**config.mk**
```make
export PLATFORM = sky130hd
export DESIGN_NAME = mips_fetch_unit
export DESIGN_NICKNAME = d
export VERILOG_FILES = /design/src/rtl/mips_fetch_pkg.sv /design/src/rtl/mips_redirect_target.sv /design/src/rtl/mips_fetch_unit.sv
export SDC_FILE = /design/constraint.sdc
export NUM_CORES = 1
export LEC_CHECK = 0
export CORE_ASPECT_RATIO = 1.4
export CORE_MARGIN = 2
export CORE_UTILIZATION = 50
export DETAILED_ROUTE_END_ITERATION = 7
export HOLD_SLACK_MARGIN = 0.06
export PLACE_DENSITY = 0.81
export SLEW_MARGIN = 10
export SYNTH_ARGS = -nofsm -noshare
export SYNTH_HDL_FRONTEND = slang
export SYNTH_SLANG_ARGS = --single-unit
```
**constraint.sdc**
```tcl
create_clock -name clk -period 2.9 [get_ports clk]
set_input_delay 0.435 -clock clk [delete_from_list [all_inputs] [get_ports clk]]
set_output_delay 0.435 -clock clk [all_outputs]
set_load 0.005 [all_outputs]
```
**src/rtl/mips_fetch_pkg.sv**
```systemverilog
// mips_fetch_pkg
// Shared types and constants for the MIPS instruction-fetch front end:
//   fetch_state_e : fetch FSM states (REQ, WAIT, DROP)
//   RK_*          : redirect kind encodings driven by execute on redir_kind
//   NOP           : instruction value presented to decode after reset
package mips_fetch_pkg;

  typedef enum logic [1:0] {
    REQ  = 2'd0,
    WAIT = 2'd1,
    DROP = 2'd2
  } fetch_state_e;

  localparam logic [1:0] RK_SEQ    = 2'b00;
  localparam logic [1:0] RK_BRANCH = 2'b01;
  localparam logic [1:0] RK_JUMP   = 2'b10;
  localparam logic [1:0] RK_JR     = 2'b11;

  localparam logic [31:0] NOP = 32'h0000_0000;

endpackage

```
**src/rtl/mips_redirect_target.sv**
```systemverilog
// mips_redirect_target
// Combinational redirect target computation, shared with the execute stage.
// Ports:
//   kind   in  2       RK_SEQ / RK_BRANCH / RK_JUMP / RK_JR
//   pc2    in  DATA_W  pc2 of the redirecting instruction
//   imm    in  DATA_W  branch offset, jump index in [25:0], or register value
//   target out DATA_W  next fetch address (wraps modulo 2^DATA_W)
module mips_redirect_target
  import mips_fetch_pkg::*;
#(
  parameter int DATA_W    = 32,
  parameter bit BYTE_ADDR = 1'b0
) (
  input  logic [1:0]        kind,
  input  logic [DATA_W-1:0] pc2,
  input  logic [DATA_W-1:0] imm,
  output logic [DATA_W-1:0] target
);

  localparam int SH = BYTE_ADDR ? 2 : 0;
  // Bits of pc2 replaced by the jump index (and its byte shift); the rest
  // are the region bits kept from pc2.
  localparam logic [DATA_W-1:0] JMASK = (DATA_W'(1) << (26 + SH)) - DATA_W'(1);

  logic [DATA_W-1:0] jump_idx;

  assign jump_idx = DATA_W'(imm[25:0]) << SH;

  always_comb begin
    target = pc2;
    unique case (kind)
      RK_SEQ:    target = pc2;
      RK_BRANCH: target = pc2 + (imm << SH);
      RK_JUMP:   target = (pc2 & ~JMASK) | jump_idx;
      RK_JR:     target = imm;
      default:   target = pc2;
    endcase
  end

endmodule

```
**src/rtl/mips_fetch_unit.sv**
```systemverilog
// mips_fetch_unit
// Handshaked instruction-fetch front end: issues one fetch at a time to
// instruction memory, holds one instruction for decode with valid/ready
// backpressure, and applies branch/jump/JR/refetch redirects from execute,
// discarding any wrong-path response still in flight.
// Ports:
//   clk, rst                         clock, synchronous active-high reset
//   imem_req_valid/ready, imem_addr  fetch request channel
//   imem_rsp_valid, imem_rsp_data    fetch response (one per accepted request)
//   dec_valid/ready, dec_instr,
//   dec_pc, dec_pc2                  instruction slot towards decode
//   redir_valid/kind/pc2/imm         redirect from execute (highest priority)
//   fetch_count, drop_count          saturating delivered/discarded counters
//
// state | meaning
// REQ   | PC ready to issue; request raised when the decode slot frees up
// WAIT  | request accepted, response will be delivered to decode
// DROP  | request accepted on a dead path, response will be discarded
module mips_fetch_unit
  import mips_fetch_pkg::*;
#(
  parameter int                DATA_W    = 32,
  parameter bit                BYTE_ADDR = 1'b0,
  parameter logic [DATA_W-1:0] RESET_PC  = '0,
  parameter int                CNT_W     = 16
) (
  input  logic              clk,
  input  logic              rst,
  output logic              imem_req_valid,
  input  logic              imem_req_ready,
  output logic [DATA_W-1:0] imem_addr,
  input  logic              imem_rsp_valid,
  input  logic [31:0]       imem_rsp_data,
  output logic              dec_valid,
  input  logic              dec_ready,
  output logic [31:0]       dec_instr,
  output logic [DATA_W-1:0] dec_pc,
  output logic [DATA_W-1:0] dec_pc2,
  input  logic              redir_valid,
  input  logic [1:0]        redir_kind,
  input  logic [DATA_W-1:0] redir_pc2,
  input  logic [DATA_W-1:0] redir_imm,
  output logic [CNT_W-1:0]  fetch_count,
  output logic [CNT_W-1:0]  drop_count
);

  localparam logic [DATA_W-1:0] STEP = BYTE_ADDR ? DATA_W'(4) : DATA_W'(1);

  fetch_state_e      state;
  logic [DATA_W-1:0] pc_q;
  logic [DATA_W-1:0] req_pc_q;
  logic [DATA_W-1:0] redir_target;
  logic              slot_free;
  logic              req_fire;

  mips_redirect_target #(
    .DATA_W   (DATA_W),
    .BYTE_ADDR(BYTE_ADDR)
  ) u_target (
    .kind  (redir_kind),
    .pc2   (redir_pc2),
    .imm   (redir_imm),
    .target(redir_target)
  );

  // Only fetch when the instruction we would return has somewhere to land.
  assign slot_free      = !dec_valid || dec_ready;
  assign imem_req_valid = !rst && (state == REQ) && slot_free;
  assign imem_addr      = pc_q;
  assign req_fire       = imem_req_valid && imem_req_ready;

  always_ff @(posedge clk) begin
    if (rst) begin
      state       <= REQ;
      pc_q        <= RESET_PC;
      req_pc_q    <= RESET_PC;
      dec_valid   <= 1'b0;
      dec_instr   <= NOP;
      dec_pc      <= '0;
      dec_pc2     <= '0;
      fetch_count <= '0;
      drop_count  <= '0;
    end else begin
      if (dec_valid && dec_ready)
        dec_valid <= 1'b0;

      if (redir_valid) begin
        pc_q      <= redir_target;
        dec_valid <= 1'b0;
        unique case (state)
          REQ: if (req_fire) state <= DROP;
          // A response in the redirect cycle belongs to the old path; once
          // it is gone nothing is outstanding, so fetch can restart at once.
          // Without one, the in-flight fetch still has to be absorbed.
          WAIT, DROP: begin
            if (imem_rsp_valid) begin
              if (drop_count != '1) drop_count <= drop_count + CNT_W'(1);
              state <= REQ;
            end else begin
              state <= DROP;
            end
          end
          default: state <= REQ;
        endcase
      end else begin
        unique case (state)
          REQ: begin
            if (req_fire) begin
              req_pc_q <= pc_q;
              pc_q     <= pc_q + STEP;
              state    <= WAIT;
            end
          end
          WAIT: begin
            if (imem_rsp_valid) begin
              dec_valid <= 1'b1;
              dec_instr <= imem_rsp_data;
              dec_pc    <= req_pc_q;
              dec_pc2   <= req_pc_q + STEP;
              if (fetch_count != '1) fetch_count <= fetch_count + CNT_W'(1);
              state <= REQ;
            end
          end
          DROP: begin
            if (imem_rsp_valid) begin
              if (drop_count != '1) drop_count <= drop_count + CNT_W'(1);
              state <= REQ;
            end
          end
          default: state <= REQ;
        endcase
      end
    end
  end

endmodule

```
==> impl_results.md, run 1 <==
- Core ar.: 0.0206 mm²
- Critical Path Sink Type: register
- Critical Path AT: 3030 ps
- DP Cell Count: 1900
- Initial DRC Count: 701
- Die Span X: 127 µm
- Met3 GRT Util: 5.06%
- Die height: 176 µm
- WHS: 454 ps
- Final TNS setup: 0 ps
- CP max stage delay: 430 ps
- Worst-Skew Late Latency: 430 ps
- CTS root buf: clkbuf_16
- Final setup viols: 0
- Synthesis-stage register bit count: 195
- Mapped Avg Cell Area: 7.63 µm²
- Dominant synthesized flop cell: dfxtp_1
- Largest net degree at the start of global routing: 198
- Buffers added on ports: 265
- Post-synth cell types: 61
- First-pass GRT wire length: 53.9 mm
- Max Slew Vio Count: 0
- Fmax: 366 MHz
- Max-Cap Viols: 0
- Post-synth ARST share: 0%
- Cell family with most CP delay: compound AO/OA/AOI/OAI gates
- CTS tree: done
- Critical path class: in2reg
- Number of synthesized flops with an enable pin: 0
- Area Overhead vs Synth: 36.8%
- Synth Instances: 1378
- Global-route congestion overflow total: 0
- Final hold violations: 0
- Ys Warns: 0
- Grt met1 use: 32.7%
- Vias in the first global route: 10800
- CTS Hold Bufs: 0
- Top post-synthesis cells by count: 266 x nand2_1, 195 x dfxtp_1, 161 x a21oi_1
- Crit path required time: 3200 ps
- Hpwl dp: 25.5 mm
- Final period utilization: 94.1%
- RSZ-0062 raised after global routing: no
- Syn nets: 1522
- Startpoint types: input pin
- Routability cong.: 0.968
- CP bufs+invs: 2
- Initial antenna violation count: 1
- Drt via density: 5.69
- Pre-Repair DR Iteration Count: 6
- Minimum clock period: 2730 ps
- WL final: 34.0 mm
- Final non-filler cell total: 1933
- Worst Max-Slew Pin Slew: 846 ps
- Post-cts resize count: 0
- Crit Path Max Fanout: 3
- Total GRT Usage: 30.0%
- Top cells by area, synth: dfxtp_1 37%, nand2_1 9.5%, a21oi_1 7.7%, ha_1 4.6%, xnor2_1 4.5%
- Final ANT Viol Nets: 0
- Status: finished, final reports clean
- Met2 Use GR: 54.9%
- P_leak: 0.00505 µW
- Sequential cell area fraction in the yosys report: 37.1%
- IO Count: 266
- Initial Util: 51.2%
- Mapped Area: 0.0105 mm²
- H-tree depth: 4
- Postcts setup bufs: 0
- Via count: 11000
- PD cells: 434 mW/mm²
- Maximum VDD drop: 0.431 mV
- Net count, final: 1807
- GRT Max-Usage Layer: met2
- CP Cell Sequence: clkdlybuf4s50_1 -> ha_1 -> a21o_1 -> a21oi_1 -> o21ai_1 -> a31o_2 -> a211oi_1 -> buf_4 -> o31ai_1 -> a2111oi_0
- CTS max path bufs: 2
- Clk sinks: 195
- Yosys top cell area share: 37.1%
- Die area: 0.0222 mm²
- Slowest CP cell: clkdlybuf4s50_1
- Clk_skew: 11.1 ps
- Wire length per cell: 17.6 µm
- Num rows: 62
- Synth area leader: dfxtp_1
- Slew HR: 43.6%
- Reg clk slew, reported paths: 70 ps
- # DRC: 0
- Clock buffers created by TritonCTS: 17
- Worst Hold Class: reg2reg
- Share of layout cells above drive strength 1: 8.11%
- Most frequent cell after synthesis: nand2_1
## per-stage QoR
step	worst slack (ps)	instance area, µm²	total power [µW]	util (%)
floorplan	419	10500	3460	-
global placement	-138	13800	4030	67.3
detailed placement	-178	13800	4040	67.3
CTS	267	14400	6270	70.0
global route	64.5	14400	6490	70.0
finish	170	14400	6250	70.0
## layer usage
layer	vias to the layer above	routed length (µm)	share of wire [%]
met3	86	2210	6.5
met4	0	1590	4.7
met5	-	0	0
met2	433	17500	52
li1	5394	-	-
met1	5081	12700	37
## worst min-delay path, cell delays in order, from the launching register on
cell and delay (ps):
dfxtp_1 310, nand2_1 50, a21oi_1 50
## layout make-up
cell class	instances	area, µm²
antenna	1	2.50
clock buffer	20	457
clock inverter	12	109
fill	1707	6160
inverter	25	93.8
multi-input combinational	1077	6210
sequential	195	3900
tap	256	320
timing repair buffer	347	3300
## sequential cells by signal (all words and copies together), names as in the netlist
signal,flops
state,2
imem_addr,32
drop_count,16
dec_pc2,32
req_pc_q,32
dec_pc,32
fetch_count,16
dec_instr,32
dec_valid,1
## logic make-up after synthesis
kind of cell	Yosys count	synth area share, %
mux	17	1.64
fa+ha+maj	40	4.83
xor+xnor	92	7.66
buf+inv	106	3.98
simple gates	574	24.6
compound gates	354	20.1
flops	195	37.1
## power by group
group | switching [µW] | internal, µW | leakage (µW)
Combinational | 568 | 586 | 0.00321
Clock | 1030 | 1230 | 0.000264
Sequential | 97.0 | 2740 | 0.00158
## path summary, 6_finish.rpt
check	cells past startpoint	from	slack [ps]	to
worst min register to register	2	dec_instr[9]	450	dec_instr[9]
worst max register to register	10	state[0]	240	imem_addr[29]
worst min-delay path	2	dec_instr[9]	450	dec_instr[9]
worst max-delay path	10	redir_pc2[1]	170	imem_addr[29]
## placed cells by master, fill, tap and decap left out, drive strengths merged, types with 35 or more instances in the layout
cell           Yosys  layout
ha                39      39
o21ai             71      71
xor2              38      38
nor2             115     115
xnor2             54      54
dfxtp            195     195
clkdlybuf4s50      0     263
nand2            266     266
buf               10      84
nand3             53      53
a211oi            35      35
a21oi            162     162
Power figures use the tool's default switching activity.
==> run 2, diff against run 1 <==
- GPL_TIMING_DRIVEN: default -> 1
- SLEW_MARGIN: 10 -> default
==> results of run 2 <==
No change in the layout: final DEF, timing and power equal those of run 1.
==> patch 1, RTL diff (flow settings as in run 2) <==
The 3 states of `fetch_state_e` get a one-hot encoding in 3 bits.
--- a/src/rtl/mips_fetch_pkg.sv
+++ b/src/rtl/mips_fetch_pkg.sv
@@ -6,8 +6,8 @@
 package mips_fetch_pkg;
 
-  typedef enum logic [1:0] {
-    REQ  = 2'd0,
-    WAIT = 2'd1,
-    DROP = 2'd2
+  typedef enum logic [2:0] {
+    REQ  = 3'b001,
+    WAIT = 3'b010,
+    DROP = 3'b100
   } fetch_state_e;
 
Check against the original RTL: no difference found for any inputs over 4 cycles, from zero or initial values and one cycle with rst high; so few cycles prove little.
==> patch 1 against run 2 <==
Total power up 2.4%. Setup slack worse by 39 ps. Area after synthesis down 2.2%. Sequential cell count up 1. Clock skew up 4.1 ps. Sequential share of layout area about the same. Design area up 0.56%. First-iteration DRC count down 2.9%. Combinational power down 3%. Routed wire length down 11%. Via count down 4.8%. Fmax down 1.4%. Die area down 2.1%. Critical path type unchanged. Largest power group unchanged.
==> patch 1: results (changes against run 2) <==
outcome=finished, final reports clean (unchanged); actual slew at the worst max-slew pin=1010 ps (was 846 ps); worst-skew pair later-pin latency=440 ps; Hold Path Depth=2 (unchanged); YS warnings=0 (unchanged); Hold Violations, Final=0 (unchanged); worst hold-check path type=flip-flop to flip-flop (unchanged); Clock Skew=15.2 ps (was 11.1 ps); largest net degree at the start of global routing=192 (was 198); share of cells above drive strength 1=0.101 (was 0.0811); All-Layer GR Usage=0.271 (was 0.300); vias per inst=5.50 (was 5.69); top cells by area, synth=dfxtp_1, nand2_1, a21oi_1 (unchanged); sequential fraction of the synthesis area=0.381 (was 0.371); n_diodes=0 (was 1); Critical Path AT=3110 ps (was 3030 ps); initial antenna violation count=0 (was 1); pre-CTS WS=-676 ps (was -178 ps); worst-path fanout max=3 (unchanged); Post-DP Area=0.0137 mm² (was 0.0138 mm²); clock slew at reported path FFs=70 ps (about the same); DP Wirelength=22700 µm (was 25500 µm); Post-synth ARST share=0 (unchanged); slowest cell on the critical path=clkdlybuf4s50_1 (unchanged); Yosys cell types=67 (was 61); Num CTS Buffers=17 (unchanged); # port buffers=265 (unchanged); Max VDD drop=409 µV (was 431 µV); average wire per standard cell=16.0 µm (was 17.6 µm); top_reg_cell synth=dfxtp_1 (unchanged); syn nets=1470 (was 1522); Final GP Congestion=0.935 (was 0.968); Slowest Stage Delay on Critical Path=510 ps (was 430 ps); Max Root-Sink Buffers=2 (unchanged); cell leakage power=5.26 nW (was 5.05 nW); number of global-route vias before repair=10200 (was 10800); H-tree levels=4 (unchanged); CTS Root Buffer Type=clkbuf_16 (unchanged); DR iter-0 viols=681 (was 701); Worst R2R Path Depth=9 (was 10); top cells by count, synth=nand2_1, dfxtp_1, a21oi_1, nor2_1, clkbuf_1 (unchanged); DRC viols=0 (unchanged); fin nets=1775 (was 1807); global-route wire length before repair=49000 µm (was 53900 µm); DR pass1 iterations=7 (was 6)
[patch 1: through the flow]
step                cells  setup TNS, ps
global placement     1868         -10160
floorplan            1330              0
global route         1904          -42.4
CTS                  1900          -4.74
detailed placement   1868         -11970
finish               1904              0
[patch 1: logic make-up (layout without fill, tap and decap cells)]
kind of cell,count (synthesis),after routing,synth area share
simple gates,556,556,0.240
flops,196,196,0.381
fa+ha+maj,36,36,0.0445
compound gates,330,330,0.195
buf+inv,92,410,0.0344
mux,17,17,0.0171
xor+xnor,103,103,0.0876
[patch 1: per-layer routing]
layer | wire [µm] | up-vias | track usage
met2 | 15600 | 349 | 0.492
li1 | - | 5238 | -
met3 | 1560 | 68 | 0.0346
met4 | 1040 | 0 | 0.108
met1 | 12300 | 4815 | 0.320
met5 | 0 | - | 0
[patch 1: layout make-up]
class                   instances  area [µm²]
well taps                     256         320
inverters                      20        75.1
flip-flops and latches        196        3920
fillers                      1635        5850
multi-input cells            1042        6130
repair buffers                358        3390
clock inverters                15         201
clock buffers                  17         425
[patch 1: critical path, delay by kind of cell]
| family | cells | cell delay, ps |
|---|---|---|
| buffers and inverters | 1 | 510 |
| XOR/XNOR | 1 | 130 |
| AND/OR/NAND/NOR | 1 | 260 |
| adder cells (fa/ha/maj) | 1 | 320 |
| AO/OA/AOI/OAI | 7 | 1450 |
[patch 1: final timing paths]
check,from,end,slack [ps]
setup / recovery,redir_pc2[2],imem_addr[19]$_SDFFE_PP0P_,130
setup reg to reg,imem_addr[2]$_SDFFE_PP0P_,imem_addr[31]$_SDFFE_PP0P_,370
hold reg to reg,dec_pc[18]$_SDFFE_PP0P_,dec_pc[18]$_SDFFE_PP0P_,450
hold / removal,dec_pc[18]$_SDFFE_PP0P_,dec_pc[18]$_SDFFE_PP0P_,450
[patch 1: report_power, final]
group	total [mW]	internal [mW]	leakage, nW	switching [mW]
Combinational	1.11	0.577	3.36	0.528
Clock	2.48	1.33	0.308	1.15
Sequential	2.82	2.74	1.59	0.0796
[patch 1: repair_timing]
| action | in CTS | in global routing |
|---|---|---|
| resized for setup | 12 | 18 |
| pin swaps | 7 | 18 |
| endpoints found under the setup margin | 17 | 20 |
| buffers inserted | 0 | 4 |
==> patch 2, RTL diff (settings of run 2) <==
Made on the original files. Change the parameter `CNT_W` from 16 to 32.
--- a/src/rtl/mips_fetch_unit.sv
+++ b/src/rtl/mips_fetch_unit.sv
@@ -23,5 +23,5 @@
   parameter bit                BYTE_ADDR = 1'b0,
   parameter logic [DATA_W-1:0] RESET_PC  = '0,
-  parameter int                CNT_W     = 16
+  parameter int                CNT_W     = 32
 ) (
   input  logic              clk,
Ports: changed (resized drop_count and fetch_count); port bits go from 266 to 298. No check against the original RTL was run, so the function may have changed too.
==> patch 2 against run 2 <==
Sequential cell count is 32 higher. Critical endpoint is now imem_addr[28]$_SDFFE_PP0P_. Area after synthesis increased by 12%. Largest cell class unchanged. Total power increased by 18%. Clock power is 32% higher. Final cell count up 13%. Setup slack lost 43 ps. Design area grew 15%. Routed wire length rose by 5.5%. Global-route usage fell by 2.3 points. Critical path type unchanged. Largest power group unchanged.
==> patch 2: results (changes against run 2) <==
n_diodes=0 (was 1); clock network share of area=0.0453 (was 0.0393); NonClk Buf Share=0.227 (was 0.229); nonclk buf count=399 (was 347); flip-flop and latch count=227 (was 195); hold path start=rst (was dec_instr[9]$_SDFFE_PP0P_); Yosys cell types=62 (was 61); Hold Path End=state[0]$_SDFFE_PP0P_ (was dec_instr[9]$_SDFFE_PP0P_); worst-path fanout max=5 (was 3); NetSw=1.81 mW (was 1.70 mW); DR iter-0 viols=757 (was 701); multi-input combinational area share=0.421 (was 0.431); met1 usage=0.330 (was 0.327); Comb power frac=0.154 (was 0.185); vias per inst=5.58 (was 5.69); Syn Area/Cell=7.82 µm² (was 7.63 µm²); Worst Setup EP=imem_addr[28]$_SDFFE_PP0P_ (was imem_addr[29]$_SDFFE_PP0P_); met3 usage=0.0305 (was 0.0506); share of cells above drive strength 1=0.0912 (was 0.0811); All-Layer GR Usage=0.277 (was 0.300); outcome=finished, final reports clean (unchanged); Final WS setup=127 ps (was 170 ps); cell leakage power=5.92 nW (was 5.05 nW); sequential fraction of the synthesis area=0.385 (was 0.371); multi-input gates=1178 (was 1077); reg2reg end=dec_pc2[27]$_SDFFE_PP0P_ (was imem_addr[29]$_SDFFE_PP0P_); met2 GRT Util=0.493 (was 0.549); Seq/total area=0.276 (was 0.271); Max VDD drop=354 µV (was 431 µV); fin nets=2004 (was 1807); Final GP Congestion=0.957 (was 0.968); Max Root-Sink Buffers=3 (was 2); DP Wirelength=26500 µm (was 25500 µm); clock-net power=2.99 mW (was 2.26 mW); Cells after Synth=1511 (was 1378); Worst R2R Path Depth=6 (was 10); H-tree levels=1 (was 4); met1 WL=14300 µm (was 12700 µm); largest net degree at the start of global routing=126 (was 198); met3 WL=2140 µm (was 2210 µm)
-- patch 2: cell count changes in the layout (fill, tap and decap cells not counted), moves of 12 or more --
cell	before	now
and3_1	16	28
buf_4	79	101
o21ai_0	70	56
dfxtp_1	195	227
xor2_1	38	56
nand2_1	266	294
clkdlybuf4s50_1	263	294
nor2_1	113	131
-- patch 2: what timing repair did --
item | 4_1_cts | 5_1_grt
gates resized for setup | 0 | 15
endpoints found under the setup margin | 0 | 14
setup buffers | 0 | 1
-- patch 2: logic make-up (layout without fill, tap and decap cells) --
kind of cell             after synthesis  in the layout  synth area share
buffers and inverters                106            469            0.0340
adder cells (fa/ha/maj)               40             40            0.0430
XOR/XNOR                             112            112            0.0830
flip-flops                           227            227             0.385
AND/OR/NAND/NOR                      645            645             0.250
multiplexers                          24             24            0.0211
AO/OA/AOI/OAI                        357            357             0.185
